[src/rtl/tmds_encoder.sv]
// DVI TMDS encoder: three pipelined 8b/10b transition-minimised, DC-balanced
// channel encoders with 3-clk latency from pixel sample to symbol.
module tmds_channel (
  input  logic       clk,
  input  logic       reset_i,
  input  logic [7:0] d,
  input  logic       de,
  input  logic [1:0] ctl,
  output logic [9:0] sym
);

  function automatic logic [3:0] count_ones(input logic [7:0] v);
    logic [3:0] n;
    n = 4'd0;
    for (int i = 0; i < 8; i++) begin
      n = n + {3'd0, v[i]};
    end
    return n;
  endfunction

  logic [7:0]        d_r;
  logic [3:0]        n1_r;
  logic              de1_r;
  logic [1:0]        ctl1_r;
  logic [8:0]        qm_r;
  logic [3:0]        n1q_r;
  logic              de2_r;
  logic [1:0]        ctl2_r;
  logic [9:0]        sym_r;
  logic signed [4:0] cnt_r;

  logic              use_xnor_s;
  logic [8:0]        qm_s;
  logic [9:0]        sym_s;
  logic signed [4:0] cnt_s;
  logic signed [4:0] n1q_s;
  logic signed [4:0] diff_s;

  // Stage 1: capture data byte, its ones count, enable and control pair
  always_ff @(posedge clk or posedge reset_i) begin
    if (reset_i) begin
      d_r    <= 8'd0;
      n1_r   <= 4'd0;
      de1_r  <= 1'b0;
      ctl1_r <= 2'b00;
    end else begin
      d_r    <= d;
      n1_r   <= count_ones(d);
      de1_r  <= de;
      ctl1_r <= ctl;
    end
  end

  // Transition-minimised word q_m; bit 8 records XOR (1) vs XNOR (0)
  always_comb begin
    use_xnor_s = (n1_r > 4'd4) || ((n1_r == 4'd4) && (d_r[0] == 1'b0));
    qm_s       = 9'd0;
    qm_s[0]    = d_r[0];
    for (int i = 1; i < 8; i++) begin
      if (use_xnor_s) begin
        qm_s[i] = ~(qm_s[i-1] ^ d_r[i]);
      end else begin
        qm_s[i] = qm_s[i-1] ^ d_r[i];
      end
    end
    qm_s[8] = ~use_xnor_s;
  end

  // Stage 2: register q_m and its ones count
  always_ff @(posedge clk or posedge reset_i) begin
    if (reset_i) begin
      qm_r   <= 9'd0;
      n1q_r  <= 4'd0;
      de2_r  <= 1'b0;
      ctl2_r <= 2'b00;
    end else begin
      qm_r   <= qm_s;
      n1q_r  <= count_ones(qm_s[7:0]);
      de2_r  <= de1_r;
      ctl2_r <= ctl1_r;
    end
  end

  // DC balancing against running disparity, or control token selection
  always_comb begin
    n1q_s  = signed'({1'b0, n1q_r});
    diff_s = n1q_s + n1q_s - 5'sd8;  // N1q - N0q
    sym_s  = 10'b1101010100;
    cnt_s  = 5'sd0;
    if (!de2_r) begin
      cnt_s = 5'sd0;
      case (ctl2_r)
        2'b00:   sym_s = 10'b1101010100;
        2'b01:   sym_s = 10'b0010101011;
        2'b10:   sym_s = 10'b0101010100;
        2'b11:   sym_s = 10'b1010101011;
        default: sym_s = 10'b1101010100;
      endcase
    end else if ((cnt_r == 5'sd0) || (n1q_r == 4'd4)) begin
      sym_s = {~qm_r[8], qm_r[8], (qm_r[8] ? qm_r[7:0] : ~qm_r[7:0])};
      cnt_s = qm_r[8] ? (cnt_r + diff_s) : (cnt_r - diff_s);
    end else if (((cnt_r > 5'sd0) && (n1q_r > 4'd4)) || ((cnt_r < 5'sd0) && (n1q_r < 4'd4))) begin
      sym_s = {1'b1, qm_r[8], ~qm_r[7:0]};
      cnt_s = cnt_r - diff_s + (qm_r[8] ? 5'sd2 : 5'sd0);
    end else begin
      sym_s = {1'b0, qm_r[8], qm_r[7:0]};
      cnt_s = cnt_r + diff_s - (qm_r[8] ? 5'sd0 : 5'sd2);
    end
  end

  // Stage 3: output symbol and running disparity
  always_ff @(posedge clk or posedge reset_i) begin
    if (reset_i) begin
      sym_r <= 10'b1101010100;
      cnt_r <= 5'sd0;
    end else begin
      sym_r <= sym_s;
      cnt_r <= cnt_s;
    end
  end

  assign sym = sym_r;

endmodule

module tmds_encoder #(
  parameter int COLOR_W = 4,
  parameter int EN_CTL  = 0
) (
  input  logic               clk,
  input  logic               reset_i,
  input  logic [COLOR_W-1:0] red_i,
  input  logic [COLOR_W-1:0] green_i,
  input  logic [COLOR_W-1:0] blue_i,
  input  logic               hsync_i,
  input  logic               vsync_i,
  input  logic               dv_de_i,
  input  logic [3:0]         ctl_i,
  output logic [9:0]         tmds_b_o,
  output logic [9:0]         tmds_g_o,
  output logic [9:0]         tmds_r_o,
  output logic               dv_de_o
);

  logic [7:0] red_s;
  logic [7:0] green_s;
  logic [7:0] blue_s;
  logic [1:0] ctl_g_s;
  logic [1:0] ctl_r_s;
  logic [2:0] de_pipe_r;

  generate
    if (COLOR_W == 8) begin : g_color8
      assign red_s   = red_i;
      assign green_s = green_i;
      assign blue_s  = blue_i;
    end else begin : g_color4
      assign red_s   = {red_i, red_i};
      assign green_s = {green_i, green_i};
      assign blue_s  = {blue_i, blue_i};
    end

    if (EN_CTL != 0) begin : g_ctl_on
      assign ctl_g_s = ctl_i[1:0];
      assign ctl_r_s = ctl_i[3:2];
    end else begin : g_ctl_off
      logic unused_ctl_s;
      assign unused_ctl_s = ^ctl_i;
      assign ctl_g_s      = 2'b00;
      assign ctl_r_s      = 2'b00;
    end
  endgenerate

  // Delay display enable to line up with the three-stage symbol pipeline
  always_ff @(posedge clk or posedge reset_i) begin
    if (reset_i) begin
      de_pipe_r <= 3'b000;
    end else begin
      de_pipe_r <= {de_pipe_r[1:0], dv_de_i};
    end
  end

  assign dv_de_o = de_pipe_r[2];

  tmds_channel u_ch_b (
    .clk(clk), .reset_i(reset_i), .d(blue_s), .de(dv_de_i),
    .ctl({vsync_i, hsync_i}), .sym(tmds_b_o)
  );

  tmds_channel u_ch_g (
    .clk(clk), .reset_i(reset_i), .d(green_s), .de(dv_de_i),
    .ctl(ctl_g_s), .sym(tmds_g_o)
  );

  tmds_channel u_ch_r (
    .clk(clk), .reset_i(reset_i), .d(red_s), .de(dv_de_i),
    .ctl(ctl_r_s), .sym(tmds_r_o)
  );

endmodule

[config.mk]
export PLATFORM = sky130hd
export DESIGN_NAME = tmds_encoder
export DESIGN_NICKNAME = d
export VERILOG_FILES = /design/src/rtl/tmds_encoder.sv
export SDC_FILE = /design/constraint.sdc
export NUM_CORES = 1
export LEC_CHECK = 0
export CAP_MARGIN = 25
export CORE_ASPECT_RATIO = 2
export CORE_MARGIN = 2
export CORE_UTILIZATION = 40
export DETAILED_ROUTE_END_ITERATION = 8
export PLACE_DENSITY_LB_ADDON = 0.15
export SLEW_MARGIN = 5
export SYNTH_ARGS = -nofsm -noshare
export SYNTH_HDL_FRONTEND = slang
export SYNTH_SLANG_ARGS = --single-unit
[constraint.sdc]
create_clock -name clk -period 4.9 [get_ports clk]
set_input_delay 0.735 -clock clk [delete_from_list [all_inputs] [get_ports clk]]
set_output_delay 0.735 -clock clk [all_outputs]
set_load 0.02 [all_outputs]
[Yosys cells after proc, flatten, opt, wreduce, memory -nomap -nowiden]
Cells that the tools add are included.
Word-level totals
  register bits after elaboration: 129
  input bits: 21
  word-level logic and storage cells: 235
  output and inout port bits: 31
Cells by class
  reductions and logical operators: 22
  $lt $le $gt $ge: 15
  add/subtract/negate cells: 60
  bitwise operators: 54
  muxes and demuxes: 52
  equality and inequality tests: 9
Operators by type and width (number)
  adder 4 x 1 -> 4 bit: 36
  2-to-1 mux 10 bit: 9
  2-to-1 mux 5 bit: 12
  case mux 10 bit (4 select lines): 1
  adder 5 bit: 6
  inverter 1 bit: 30
  subtractor 5 bit: 6
  equality test 4 x 3 -> 1 bit, second input constant: 6
  greater-than comparator 4 x 3 -> 1 bit, second input constant: 6
  2-to-1 mux 8 bit: 3
  inverter 8 bit: 3
  2-to-1 mux 1 bit: 21
  bitwise XOR 1 bit: 21
  adder 4 x 4 -> 5 bit: 3
  greater-than comparator 5 x 1 -> 1 bit, second input constant: 3
  zero test 5 bit: 3
  < comparator 5 x 1 -> 1 bit, second input constant: 3
  subtractor 5 bit, second input constant: 3
  adder 1 x 1 -> 2 bit: 6
  < comparator 4 x 3 -> 1 bit, second input constant: 3
  2-to-1 mux 2 bit: 6
  logical AND 1 bit: 9
  logical OR 1 bit: 9
  equality test 2 bit, second input constant: 2
  2 further kinds: 2

[Depth between registers and ports, before layout]
  depth in word-level cells: 23
  mapped depth: 13
  depth with buffers taken out: 13

[Hierarchy]
A second synthesis with hierarchy kept.
Second synthesis, totals
  cells, all modules: 643
  area, all modules: 7559.8 um^2
By module, submodules not included
  tmds_channel at u_ch_r: cells an instance 218, area an instance 2556.2 um^2, instances 1, seq. area each 1132.3 um^2
  tmds_channel at u_ch_b: cells an instance 214, area an instance 2471.1 um^2, instances 1, seq. area each 1132.3 um^2
  tmds_channel at u_ch_g: cells an instance 206, area an instance 2449.8 um^2, instances 1, seq. area each 1132.3 um^2
  tmds_encoder: cells an instance 5, area an instance 82.6 um^2, instances 1, seq. area each 75.1 um^2

[Worst setup path after synthesis]
Ideal clock, no wire load.
  kind: reg-to-reg
  start point: reg u_ch_r.n1_r[0]
  end point: reg u_ch_r.n1q_r[2]
  setup slack: 1.981 ns
  stages on the path, launching flop included: 13
  buffers on the path: 0
  data required time: 4.777 ns
  library setup time: 0.123 ns
  clock period less this slack: 2.919 ns
  data arrival time: 2.796 ns
  cells stage by stage: dfrtp_1 -> nor2_1 -> nand2_1 -> a21oi_1 -> xnor2_1 -> ha_1 -> inv_1 -> fa_1 -> inv_1 -> ha_1 -> a21o_1 -> fa_1 -> xor2_1
On the way
  longest elaborated chain between the ends: 23
  elaborated cells between the ends (all ways): 30
  those cells by class: 7 x add/sub; 1 x order compare; 1 x eq/ne; 7 x mux; 12 x bitwise; 2 x reduce/logical
RTL lines
  start: declaration: RTL line 22  | logic [3:0] n1_r;
  start signal: assignment: RTL line 48  | n1_r <= count_ones(d);
  branches (longest 2 deep; another with greater-than comparator 4 x 3 -> 1 bit)
  logical OR 1 bit *: RTL line 56  | use_xnor_s = (n1_r > 4'd4) || ((n1_r == 4'd4) && (d_r[0] == 1'b0));
  2-to-1 mux 1 bit *: RTL line 60  | if (use_xnor_s) begin
  via u_ch_r.qm_s[1]: RTL line 33  | logic [8:0] qm_s;
  branches (longest 18 deep; another with adder 4 x 1 -> 4 bit)
  adder 4 x 1 -> 4 bit *: RTL line 16  | n = n + {3'd0, v[i]};
  end signal: assignment: RTL line 78  | n1q_r <= count_ones(qm_s[7:0]);
  end: declaration: RTL line 26  | logic [3:0] n1q_r;
Mark *: on every way through the listed nets, which the timed path passes.

[Worst setup path in the final report]
Ends and elaborated chain as after synthesis.

==> flow_metrics.env <==
export IMPL_status="finished, final reports clean"
export IMPL_start_kind="flip-flop"
export IMPL_final_common_cell="dfrtp_1"
export IMPL_final_core_util=0.467
export IMPL_fin_nets=730
export IMPL_cts_made_buffers=9
export IMPL_grt_overflow=0
export IMPL_post_route_drc_count=0
export IMPL_seq_area_um2=2820
export IMPL_peakVddDrop_mv=0.286
export IMPL_min_path_type="flip-flop to flip-flop"
export IMPL_final_cell_mix="97 x dfrtp_1, 82 x inv_1, 67 x ha_1, 62 x xnor2_1, 47 x clkdlybuf4s50_1"
export IMPL_cp_max_fo=5
export IMPL_timing_fmax_ghz=0.319
export IMPL_syn_cell_area_um2=6310
export IMPL_drive_gt1_frac=0.0665
export IMPL_vias=3904
export IMPL_cts_htree_levels=3
export IMPL_synth_avg_cell_area_um2=10.8
export IMPL_clock_sinks=112
export IMPL_ctsHoldBuffers=0
export IMPL_ys_warnings_count=0
export IMPL_synthAdderAreaFrac=0.181
export IMPL_cts_tree="done"
export IMPL_syn_num_nets=685
export IMPL_worstMarginPinSlew_ns=0.999
export IMPL_grt_pass1_wl_um=18100
export IMPL_synthCells=582
export IMPL_synth_xor_area_share=0.123
export IMPL_cap_violations=0
export IMPL_yosysSeqAreaShare=0.447
export IMPL_yosys_area_share_simple=0.0819
export IMPL_die_w_um=92.8
export IMPL_synth_main_ff_cell="dfrtp_1"
export IMPL_core_um2=15600
export IMPL_ys_types=53
export IMPL_antenna_found_initial=0
export IMPL_avgRoutedWirePerCell_um=12.6
export IMPL_viasPerCell=4.69
export IMPL_place_gp_congestion=0.869
export IMPL_path_class="flip-flop to flip-flop"
export IMPL_antennaDiodeCount=0
export IMPL_setup_ws_ns=1.76
export IMPL_fin_skew_ns=0.00632
export IMPL_cellPowerDensity_nw_per_um2=722
export IMPL_synth_edff_count=0
export IMPL_final_cells=833
export IMPL_arrival_ns=3.37
export IMPL_fp_dieArea_um2=16800
export IMPL_globalRouteTotalUtil=0.134
export IMPL_place_ws_ns=1.76
export IMPL_dr_first_iter_drc_count=63
export IMPL_dp_final_hpwl_um=7750
export IMPL_ys_seq_elements=112
export IMPL_fillCellCount=1494
export IMPL_die_h_um=182
export IMPL_ant_nets=0
export IMPL_fin_crit_ns=3.14
export IMPL_relSlewSlack=0.325
export IMPL_grt_pass1_vias=3825
export IMPL_post_cts_buffers=0
export IMPL_required_ns=5.13
export IMPL_ys_async_sr_fraction=1.00
export IMPL_multi_input_area_um2=3080
export IMPL_muxShareOfSynthArea=0.00873
export IMPL_clock_root_buffer="clkbuf_16"
export IMPL_end_kind="flip-flop"
export IMPL_timing_final_hold_violations=0
export IMPL_io_pins=52
export IMPL_holdPathStages=0
export IMPL_std_cell_rows=65
export IMPL_start_util=0.404
export IMPL_dp_cells=816
export IMPL_grt_setup_unrepaired="false"
export IMPL_grt_max_degree=84
export IMPL_slew_violations=0
export IMPL_cts_repair_resized=0
export IMPL_synth_top_family_by_area="adder cells"
export IMPL_period_share=0.641
export IMPL_clkSlewWorstSetupHoldPaths_ns=0.07
export IMPL_cts_buffer_depth=2
export IMPL_port_buffer_count=47
export IMPL_area_growth_pct=15.6
export IMPL_rr_worst_depth=12
export IMPL_firstDrtPassIters=4
export IMPL_leakage_nw=3.44
export IMPL_drt_total_wl_um=10500
export IMPL_setup_viol=0
export IMPL_tns_ns=0
export IMPL_clk_latency_ns=0.35
export IMPL_synth_compound_area_frac=0.0948
==> layer usage <==
metal,wire (um),track usage
met5,0,0
met4,214,0.0524
met3,263,0.0237
met2,4940,0.205
met1,5040,0.190
==> report_power, final <==
group,switching [mW],total (mW),internal [mW]
combinational,1.64,3.10,1.46
clock,0.337,0.739,0.401
sequential,0.196,1.43,1.23
total,2.17,5.26,3.09
==> synth_stat cells (2+ instances only) <==
library cell   n  share of area
nor2_1        42          0.025
clkbuf_1      10         0.0060
fa_1          15          0.048
nand2_1       27          0.016
o2bb2ai_1      2         0.0028
a21oi_1       27          0.021
buf_2          3         0.0024
or3_1          2         0.0020
dfrtp_1       97           0.38
nand3_1        6         0.0048
nand3b_1       2         0.0024
ha_1          67           0.13
o211ai_1       4         0.0048
a211oi_1       8         0.0095
mux2i_1        4         0.0063
inv_1         83          0.049
nor3_1        11         0.0087
dfstp_2       15          0.062
buf_6          3         0.0054
a21o_1        14          0.017
nor2b_1        7         0.0069
a221oi_1       2         0.0028
o21bai_1       3         0.0036
o31a_1         2         0.0028
o21ai_0       10         0.0079
nand2b_1       4         0.0040
o31ai_1        2         0.0024
xor2_1        24          0.033
xnor2_1       62          0.086
==> through the flow <==
stage / power (mW) / hold slack, ns / area (um^2)
floorplan: 3.92 / 0.331 / 6310
global placement: 4.52 / 0.334 / 6960
detailed placement: 4.56 / 0.335 / 6960
CTS: 5.34 / 0.351 / 7260
global route: 5.80 / 0.357 / 7290
finish: 5.26 / 0.350 / 7290
==> area by class of cell <==
cell class / count / share of cell area
clock buffer: 9 / 0.0309
tap: 201 / 0.0345
multi-input combinational: 370 / 0.423
inverter: 84 / 0.0436
timing repair buffer: 50 / 0.0704
sequential: 112 / 0.387
clock inverter: 7 / 0.0106
==> cells by family (layout without fill, tap and decap cells) <==
kind of cell	count (synthesis)	count (layout)
compound gates	85	85
xor+xnor	87	87
fa+ha+maj	82	82
buf+inv	100	150
flops	112	112
mux	5	5
simple gates	111	111
==> registers in the layout, summed over array words and instances, names as in the netlist, 3 cells and up <==
register      cells
u_ch_b.sym       10
u_ch_g.sym       10
u_ch_r.sym       10
u_ch_b.qm_r       9
u_ch_g.qm_r       9
u_ch_r.qm_r       9
u_ch_b.cnt_r      4
u_ch_b.d_r        4
u_ch_b.n1_r       4
u_ch_b.n1q_r      4
u_ch_g.cnt_r      4
u_ch_g.d_r        4
u_ch_g.n1_r       4
u_ch_g.n1q_r      4
u_ch_r.cnt_r      4
u_ch_r.d_r        4
u_ch_r.n1_r       4
u_ch_r.n1q_r      4
de_pipe_r         3
==> critical path, stage by stage (launching register included) <==
cell and delay [ns]:
dfrtp_1 0.36, nor2_1 0.09, nand2_1 0.05, a21oi_1 0.47, xnor2_1 0.17, ha_1 0.30, inv_1 0.05, fa_1 0.47
inv_1 0.04, ha_1 0.26, a21o_1 0.21, fa_1 0.40, xor2_1 0.16
==> path summary, 6_finish.rpt <==
kind | startpoint | to | slack [ns]
worst min register to register | u_ch_b.ctl1_r[0]$_DFF_PP0_ | u_ch_b.ctl2_r[0]$_DFF_PP0_ | 0.35
min in group asynchronous | reset_i | u_ch_r.n1q_r[3]$_DFF_PP0_ | 0.65
worst max register to register | u_ch_r.n1_r[0]$_DFF_PP0_ | u_ch_r.n1q_r[2]$_DFF_PP0_ | 1.76
max in group asynchronous | reset_i | u_ch_b.sym[4]$_DFF_PP1_ | 3.58
worst max-delay path | u_ch_r.n1_r[0]$_DFF_PP0_ | u_ch_r.n1q_r[2]$_DFF_PP0_ | 1.76
worst min-delay path | u_ch_b.ctl1_r[0]$_DFF_PP0_ | u_ch_b.ctl2_r[0]$_DFF_PP0_ | 0.35
Note: power is estimated with default switching activity, not from simulation.
